### src/rtl/csi2_pkg.sv
// Shared constants, FSM encoding and header ECC helper for the CSI-2 packet layer.
package csi2_pkg;

  localparam logic [5:0]  DT_FS        = 6'h00;
  localparam logic [5:0]  DT_FE        = 6'h01;
  localparam logic [5:0]  DT_LS        = 6'h02;
  localparam logic [5:0]  DT_LE        = 6'h03;
  localparam logic [5:0]  DT_SHORT_MAX = 6'h0F;

  localparam logic [15:0] CRC_SEED   = 16'hFFFF;
  localparam logic [15:0] CRC_POLY_R = 16'h8408;

  typedef enum logic [2:0] {
    ST_IDLE,
    ST_HDR,
    ST_PAYLOAD,
    ST_CRC,
    ST_DONE
  } state_e;

  // Each parity bit covers a fixed subset of D[23:0] = {WC MSB, WC LSB, DI}
  function automatic logic [5:0] csi2_ecc(input logic [23:0] d);
    logic [5:0] p;
    p[0] = ^(d & 24'hF12CB7);
    p[1] = ^(d & 24'hF2555B);
    p[2] = ^(d & 24'h749A6D);
    p[3] = ^(d & 24'hB8E38E);
    p[4] = ^(d & 24'hDF03F0);
    p[5] = ^(d & 24'hEFFC00);
    return p;
  endfunction

endpackage

### src/rtl/csi2_crc16.sv
// Byte-wide reflected CRC-16 (x^16+x^12+x^5+1), LSB-first; init has priority over en.
module csi2_crc16
  import csi2_pkg::*;
(
  input  logic        clk,
  input  logic        rstn,
  input  logic        init_i,
  input  logic        en_i,
  input  logic [7:0]  data_i,
  output logic [15:0] crc_o
);

  logic [15:0] crc_q, crc_d;

  always_comb begin
    crc_d = crc_q;
    if (init_i) begin
      crc_d = CRC_SEED;
    end else if (en_i) begin
      crc_d = crc_q ^ {8'h00, data_i};
      for (int i = 0; i < 8; i++)
        crc_d = crc_d[0] ? ((crc_d >> 1) ^ CRC_POLY_R) : (crc_d >> 1);
    end
  end

  always_ff @(posedge clk or negedge rstn) begin
    if (!rstn) crc_q <= '0;
    else       crc_q <= crc_d;
  end

  assign crc_o = crc_q;

endmodule

### src/rtl/csi2_packet_parser.sv
// CSI-2 packet layer: header decode with ECC check, short/long split, payload forward with CRC-16 check.
module csi2_packet_parser
  import csi2_pkg::*;
#(
  parameter logic [15:0] MAX_WC = 16'd4096
) (
  input  logic        clk,
  input  logic        rstn,
  input  logic        hs_mode,
  input  logic        byte_en,
  input  logic [7:0]  byte_in,
  output logic        hdr_valid,
  output logic [7:0]  pkt_di,
  output logic [15:0] pkt_wc,
  output logic        short_pkt,
  output logic        fs,
  output logic        fe,
  output logic        ls,
  output logic        le,
  output logic        pay_valid,
  output logic [7:0]  pay_data,
  output logic        pay_last,
  output logic        crc_ok,
  output logic        crc_err,
  output logic        ecc_err,
  output logic        len_err
);

  state_e      state_q, state_d;
  logic [1:0]  cnt_q, cnt_d;
  logic [7:0]  di_q, di_d;
  logic [15:0] wc_q, wc_d;
  logic [7:0]  crcl_q, crcl_d;

  logic        hdr_valid_q, hdr_valid_d, short_q, short_d;
  logic        fs_q, fs_d, fe_q, fe_d, ls_q, ls_d, le_q, le_d;
  logic [7:0]  pkt_di_q, pkt_di_d, pay_data_q, pay_data_d;
  logic [15:0] pkt_wc_q, pkt_wc_d;
  logic        pay_valid_q, pay_valid_d, pay_last_q, pay_last_d;
  logic        crc_ok_q, crc_ok_d, crc_err_q, crc_err_d;
  logic        ecc_err_q, ecc_err_d, len_err_q, len_err_d;

  logic        crc_init, crc_en;
  logic [15:0] crc_val;
  logic [5:0]  dt;

  assign dt = di_q[5:0];

  csi2_crc16 u_crc (
    .clk    (clk),
    .rstn   (rstn),
    .init_i (crc_init),
    .en_i   (crc_en),
    .data_i (byte_in),
    .crc_o  (crc_val)
  );

  always_comb begin
    state_d     = state_q;
    cnt_d       = cnt_q;
    di_d        = di_q;
    wc_d        = wc_q;
    crcl_d      = crcl_q;
    hdr_valid_d = 1'b0;
    short_d     = 1'b0;
    fs_d        = 1'b0;
    fe_d        = 1'b0;
    ls_d        = 1'b0;
    le_d        = 1'b0;
    pkt_di_d    = pkt_di_q;
    pkt_wc_d    = pkt_wc_q;
    pay_valid_d = 1'b0;
    pay_data_d  = pay_data_q;
    pay_last_d  = 1'b0;
    crc_ok_d    = 1'b0;
    crc_err_d   = 1'b0;
    ecc_err_d   = 1'b0;
    len_err_d   = 1'b0;
    crc_init    = 1'b0;
    crc_en      = 1'b0;

    if (!hs_mode) begin
      // EoT before the packet completed is a length error; trailer EoT is silent
      if (state_q inside {ST_HDR, ST_PAYLOAD, ST_CRC}) len_err_d = 1'b1;
      state_d = ST_IDLE;
    end else if (byte_en) begin
      case (state_q)
        ST_IDLE: begin
          di_d    = byte_in;
          cnt_d   = 2'd0;
          state_d = ST_HDR;
        end
        ST_HDR: begin
          if (cnt_q == 2'd0) begin
            wc_d  = {wc_q[15:8], byte_in};
            cnt_d = 2'd1;
          end else if (cnt_q == 2'd1) begin
            wc_d  = {byte_in, wc_q[7:0]};
            cnt_d = 2'd2;
          end else begin
            hdr_valid_d = 1'b1;
            pkt_di_d    = di_q;
            pkt_wc_d    = wc_q;
            short_d     = (dt <= DT_SHORT_MAX);
            fs_d        = (dt == DT_FS);
            fe_d        = (dt == DT_FE);
            ls_d        = (dt == DT_LS);
            le_d        = (dt == DT_LE);
            ecc_err_d   = (csi2_ecc({wc_q, di_q}) != byte_in[5:0]) || (byte_in[7:6] != 2'b00);
            cnt_d       = 2'd0;
            if (dt <= DT_SHORT_MAX) begin
              state_d = ST_DONE;
            end else if (wc_q > MAX_WC) begin
              len_err_d = 1'b1;
              state_d   = ST_DONE;
            end else begin
              crc_init = 1'b1;
              state_d  = (wc_q == 16'd0) ? ST_CRC : ST_PAYLOAD;
            end
          end
        end
        ST_PAYLOAD: begin
          pay_valid_d = 1'b1;
          pay_data_d  = byte_in;
          crc_en      = 1'b1;
          wc_d        = wc_q - 16'd1;
          if (wc_q == 16'd1) begin
            pay_last_d = 1'b1;
            cnt_d      = 2'd0;
            state_d    = ST_CRC;
          end
        end
        ST_CRC: begin
          if (cnt_q == 2'd0) begin
            crcl_d = byte_in;
            cnt_d  = 2'd1;
          end else begin
            crc_ok_d  = ({byte_in, crcl_q} == crc_val);
            crc_err_d = ({byte_in, crcl_q} != crc_val);
            state_d   = ST_DONE;
          end
        end
        ST_DONE: ;
        default: state_d = ST_IDLE;
      endcase
    end
  end

  always_ff @(posedge clk or negedge rstn) begin
    if (!rstn) begin
      state_q     <= ST_IDLE;
      cnt_q       <= '0;
      di_q        <= '0;
      wc_q        <= '0;
      crcl_q      <= '0;
      hdr_valid_q <= 1'b0;
      short_q     <= 1'b0;
      fs_q        <= 1'b0;
      fe_q        <= 1'b0;
      ls_q        <= 1'b0;
      le_q        <= 1'b0;
      pkt_di_q    <= '0;
      pkt_wc_q    <= '0;
      pay_valid_q <= 1'b0;
      pay_data_q  <= '0;
      pay_last_q  <= 1'b0;
      crc_ok_q    <= 1'b0;
      crc_err_q   <= 1'b0;
      ecc_err_q   <= 1'b0;
      len_err_q   <= 1'b0;
    end else begin
      state_q     <= state_d;
      cnt_q       <= cnt_d;
      di_q        <= di_d;
      wc_q        <= wc_d;
      crcl_q      <= crcl_d;
      hdr_valid_q <= hdr_valid_d;
      short_q     <= short_d;
      fs_q        <= fs_d;
      fe_q        <= fe_d;
      ls_q        <= ls_d;
      le_q        <= le_d;
      pkt_di_q    <= pkt_di_d;
      pkt_wc_q    <= pkt_wc_d;
      pay_valid_q <= pay_valid_d;
      pay_data_q  <= pay_data_d;
      pay_last_q  <= pay_last_d;
      crc_ok_q    <= crc_ok_d;
      crc_err_q   <= crc_err_d;
      ecc_err_q   <= ecc_err_d;
      len_err_q   <= len_err_d;
    end
  end

  assign hdr_valid = hdr_valid_q;
  assign pkt_di    = pkt_di_q;
  assign pkt_wc    = pkt_wc_q;
  assign short_pkt = short_q;
  assign fs        = fs_q;
  assign fe        = fe_q;
  assign ls        = ls_q;
  assign le        = le_q;
  assign pay_valid = pay_valid_q;
  assign pay_data  = pay_data_q;
  assign pay_last  = pay_last_q;
  assign crc_ok    = crc_ok_q;
  assign crc_err   = crc_err_q;
  assign ecc_err   = ecc_err_q;
  assign len_err   = len_err_q;

endmodule

### config.mk
export PLATFORM = sky130hd
export DESIGN_NAME = csi2_packet_parser
export DESIGN_NICKNAME = d
export VERILOG_FILES = /design/src/rtl/csi2_pkg.sv /design/src/rtl/csi2_crc16.sv /design/src/rtl/csi2_packet_parser.sv
export SDC_FILE = /design/constraint.sdc
export NUM_CORES = 1
export LEC_CHECK = 0
export CORE_MARGIN = 2
export CORE_UTILIZATION = 52
export CTS_CLUSTER_SIZE = 40
export DETAILED_ROUTE_END_ITERATION = 8
export HOLD_SLACK_MARGIN = 0.02
export PLACE_DENSITY = 0.83
export SYNTH_ARGS = -nofsm -noshare
export SYNTH_HDL_FRONTEND = slang
export SYNTH_SLANG_ARGS = --single-unit
### constraint.sdc
create_clock -name clk -period 2.15 [get_ports clk]
set_clock_uncertainty 0.2 [all_clocks]
set_input_delay 0.43 -clock clk [delete_from_list [all_inputs] [get_ports clk]]
set_output_delay 0.43 -clock clk [all_outputs]
set_load 0.02 [all_outputs]
==> insert_results.sql <==
INSERT INTO impl_metrics (metric_group, metric, value, unit) VALUES
('timing', 'worstMarginPinSlew', '0.599', 'ns'),
('route', 'wl_per_cell', '18.1', 'um'),
('floorplan', 'dieArea', '0.0112', 'mm^2'),
('finish', 'post-route-cell-area', '0.00743', 'mm^2'),
('placement', 'placement.io_buffers', '55', ''),
('synth', 'total_of_warnings_raised_by_yosys', '0', ''),
('route', 'avgViaCountPerCell', '5.54', ''),
('route', 'ant_nets', '0', ''),
('synth', 'synth.most_common_cell', 'dfrtp_1', ''),
('placement', 'place.gp.congestion', '0.932', ''),
('synth', 'synth_largest_type_area_fraction', '0.452', ''),
('power_and_ir_drop', 'power', '8.62', 'mW'),
('critical_path', 'reg2reg_to', 'wc_q[13]', ''),
('power_and_ir_drop', 'vdd.ir_drop.worst', '0.762', 'mV'),
('global_routing', 'first_global_vias', '4597', ''),
('finish', 'num_antenna_cells', '0', ''),
('synth', 'yosys.area.top_type', 'dfrtp_1', ''),
('route', 'drt_first_iter_violations', '292', ''),
('critical_path', 'worst_r2r_path_depth', '9', ''),
('timing', 'final.min_clock_period', '2.30', 'ns'),
('clock_tree', 'root_buffer', 'clkbuf_8', ''),
('floorplan', 'design.core.area', '0.0102', 'mm^2'),
('synth', 'netlist-cell-type-count', '48', ''),
('min_path', 'hp-class', 'in -> async', ''),
('clock_tree', 'clock_transition_at_the_register_clock_pins_on_the_worst_setup_and_hold_paths_after_cts', '0.11', 'ns'),
('critical_path', 'cp-start-kind', 'flip-flop', ''),
('floorplan', 'fp-row-count', '37', ''),
('finish', 'flow.area_growth_from_synthesis', '38.3', '%'),
('timing', 'fmax', '435', 'MHz'),
('synth', 'synth_nets', '550', ''),
('clock_tree', 'tritoncts', 'built', ''),
('critical_path', 'critical_path.endpoint_type', 'flip-flop', ''),
('outcome', 'violated_checks', 'negative setup slack', ''),
('timing', 'finalCritPeriodShare', '1.07', ''),
('global_routing', 'grt_max_degree', '46', ''),
('floorplan', 'io-pin-count', '56', ''),
('critical_path', 'timing_worst_setup_path_type', 'reg -> reg', ''),
('clock_tree', 'cts_inserted_buffers', '9', ''),
('route', 'detail_route.drc_violations', '0', ''),
('synth', 'syn_area_per_cell', '10.4', 'um^2'),
('floorplan', 'die_width', '106', 'um'),
('synth', 'synthTopCellsByCount', 'dfrtp_1, xnor2_1, mux2_2', ''),
('clock_tree', 'cts_max_path_buffers', '2', ''),
('timing', 'final-setup-viol-count', '4', ''),
('synth', 'async_flop_share', '1.00', ''),
('power_and_ir_drop', 'power_per_cell_area', '1160', 'mW/mm^2'),
('timing', 'finalWorstSetupSlack', '-0.149', 'ns'),
('critical_path', 'cp.required', '2.26', 'ns'),
('timing', 'finalHoldViolations', '0', ''),
('power_and_ir_drop', 'p_leak', '3.38', 'nW'),
('critical_path', 'rrSetupSlack', '-0.15', 'ns'),
('timing', 'maxSlewHeadroom', '0.599', ''),
('synth', 'synth_seq_cells', '97', ''),
('clock_tree', 'clock_sinks', '97', ''),
('finish', 'nets', '706', ''),
('finish', 'drive_gt1_frac', '0.339', ''),
('route', 'detail_route.wirelength', '14700', 'um'),
('placement', 'dpl_cell_area', '0.00685', 'mm^2'),
('synth', 'number_of_enable_flip_flop_cells_after_synthesis', '0', ''),
('synth', 'synth_top_flop_cell', 'dfrtp_1', ''),
('floorplan', 'start_util', '0.527', ''),
('synth', 'synth.area.top_cells', 'dfrtp_1, xnor2_1, mux2_2', ''),
('synth', 'mappedNetlistArea', '0.00537', 'mm^2'),
('route', 'first_pass_iters', '5', ''),
('floorplan', 'die_y', '106', 'um'),
('clock_tree', 'insertion_delay', '0.40', 'ns'),
('placement', 'dp_hpwl', '10700', 'um'),
('critical_path', 'critical_path.max_fanout', '3', ''),
('global_routing', 'grt_first_pass_wirelength', '23500', 'um'),
('synth', 'synthesized_instance_count', '515', ''),
('critical_path', 'r2r-start', 'wc_q[1]', ''),
('timing', 'rsz0062_at_grt', 'yes', ''),
('global_routing', 'grt_antenna_before_repair', '0', ''),
('critical_path', 'cp_data_arrival_time', '2.41', 'ns'),
('route', 'dr_total_vias', '4499', ''),
('flow_run', 'max_cap_viol_count', '0', ''),
('global_routing', 'global_router_s_overall_resource_usage', '0.275', ''),
('outcome', 'run_status', 'finished, violations left', ''),
('global_routing', 'congestion_overflow_gr', '0', ''),
('timing', 'maxSlewViolCount', '0', ''),
('clock_tree', 'h-tree-depth', '3', ''),
('synth', 'synth_seq_area_share', '0.452', '');
-- layer usage --
layer / global-route usage / routed length [um] / up-vias / part of all wire
met5: 0 / 0 / - / 0
met4: 0.115 / 437 / 0 / 0.030
met3: 0.0575 / 692 / 38 / 0.047
met2: 0.452 / 7320 / 150 / 0.50
met1: 0.354 / 6220 / 2244 / 0.42
li1: - / - / 2067 / -
-- kinds of logic (layout without fill, tap and decap cells) --
kind of cell | count (synthesis) | in the layout | share of synthesized area
AOI/OAI and AO/OA | 84 | 84 | 0.0969
and+or+nand+nor | 124 | 124 | 0.118
adders and majority gates | 23 | 23 | 0.0536
muxes | 49 | 49 | 0.103
buffers and inverters | 54 | 215 | 0.0396
DFF | 97 | 97 | 0.452
xor gates and xnor gates | 84 | 84 | 0.137
-- stage by stage --
step | setup WS [ns] | std cells | setup TNS [ns] | utilization | hold slack [ns]
2_1_floorplan | -0.109 | 515 | -0.109 | - | -0.0656
3_3_place_gp | -0.200 | 784 | -7.04 | 0.672 | 0.152
3_5_place_dp | -0.236 | 784 | -9.63 | 0.672 | 0.156
4_1_cts | -0.147 | 806 | -0.331 | 0.710 | 0.285
5_1_grt | -0.248 | 812 | -1.06 | 0.729 | 0.293
6_report | -0.149 | 812 | -0.475 | 0.729 | 0.267
-- worst max-delay path, cell delays in order (launching register included) --
cell,delay [ns]
dfrtp_1,0.40
or3_4,0.39
or3_4,0.36
nor3_4,0.19
nand4_2,0.15
buf_4,0.17
buf_6,0.11
nor3_2,0.09
a21oi_1,0.06
o22ai_1,0.11
-- how the worst max path moves through the flow --
stage               slack [ns]       start  cells past startpoint               to
detailed placement       -0.24     byte_en                      8  u_crc.crc_o[14]
global route             -0.25     wc_q[1]                      7         wc_q[15]
finish                   -0.15     wc_q[1]                      9         wc_q[13]
CTS                      -0.15     wc_q[1]                      7         wc_q[15]
floorplan                -0.11     wc_q[1]                      7         wc_q[15]
global placement         -0.20  byte_in[0]                      7   u_crc.crc_o[7]
-- registers in the layout (all words and copies together), names as in the netlist, 3 cells and up --
signal       count
crcl_q           8
pkt_wc          16
pkt_di           8
pay_data         8
di_q             8
u_crc.crc_o     16
wc_q            16
state_q          3
-- layout make-up --
class                           count  area [um^2]
Inverter                           27          101
Clock inverter                      7          109
Sequential cell                    97         2430
Fill cell                         692         2760
Tap cell                          136          170
Clock buffer                        9          124
Multi-Input combinational cell    364         2980
Timing Repair Buffer              172         1520
-- repair_timing --
| item | in CTS | in global routing |
|---|---|---|
| pin swaps | 5 | 8 |
| resized for setup | 25 | 31 |
| setup buffers | 5 | 6 |
| hold buffers | 1 | 0 |
| endpoints found under the hold margin | 18 | 0 |
| endpoints found under the setup margin | 18 | 36 |
-- power breakdown --
group | internal (mW) | switching (mW)
clock | 0.681 | 0.712
sequential | 2.06 | 0.205
combinational | 2.51 | 2.44
-- layout by cell type (no fill, tap or decap), types with 7 or more instances in the layout --
cell type,n
nor2_1,18
clkdlybuf4s50_1,54
dfrtp_1,97
ha_1,16
inv_2,7
nand2_1,45
xor2_1,13
mux2_2,48
xnor2_1,66
buf_4,107
inv_1,20
o21ai_0,23
nor3_1,8
a21oi_1,20
clkbuf_8,9
No activity file was read; power rests on OpenSTA's default activity.
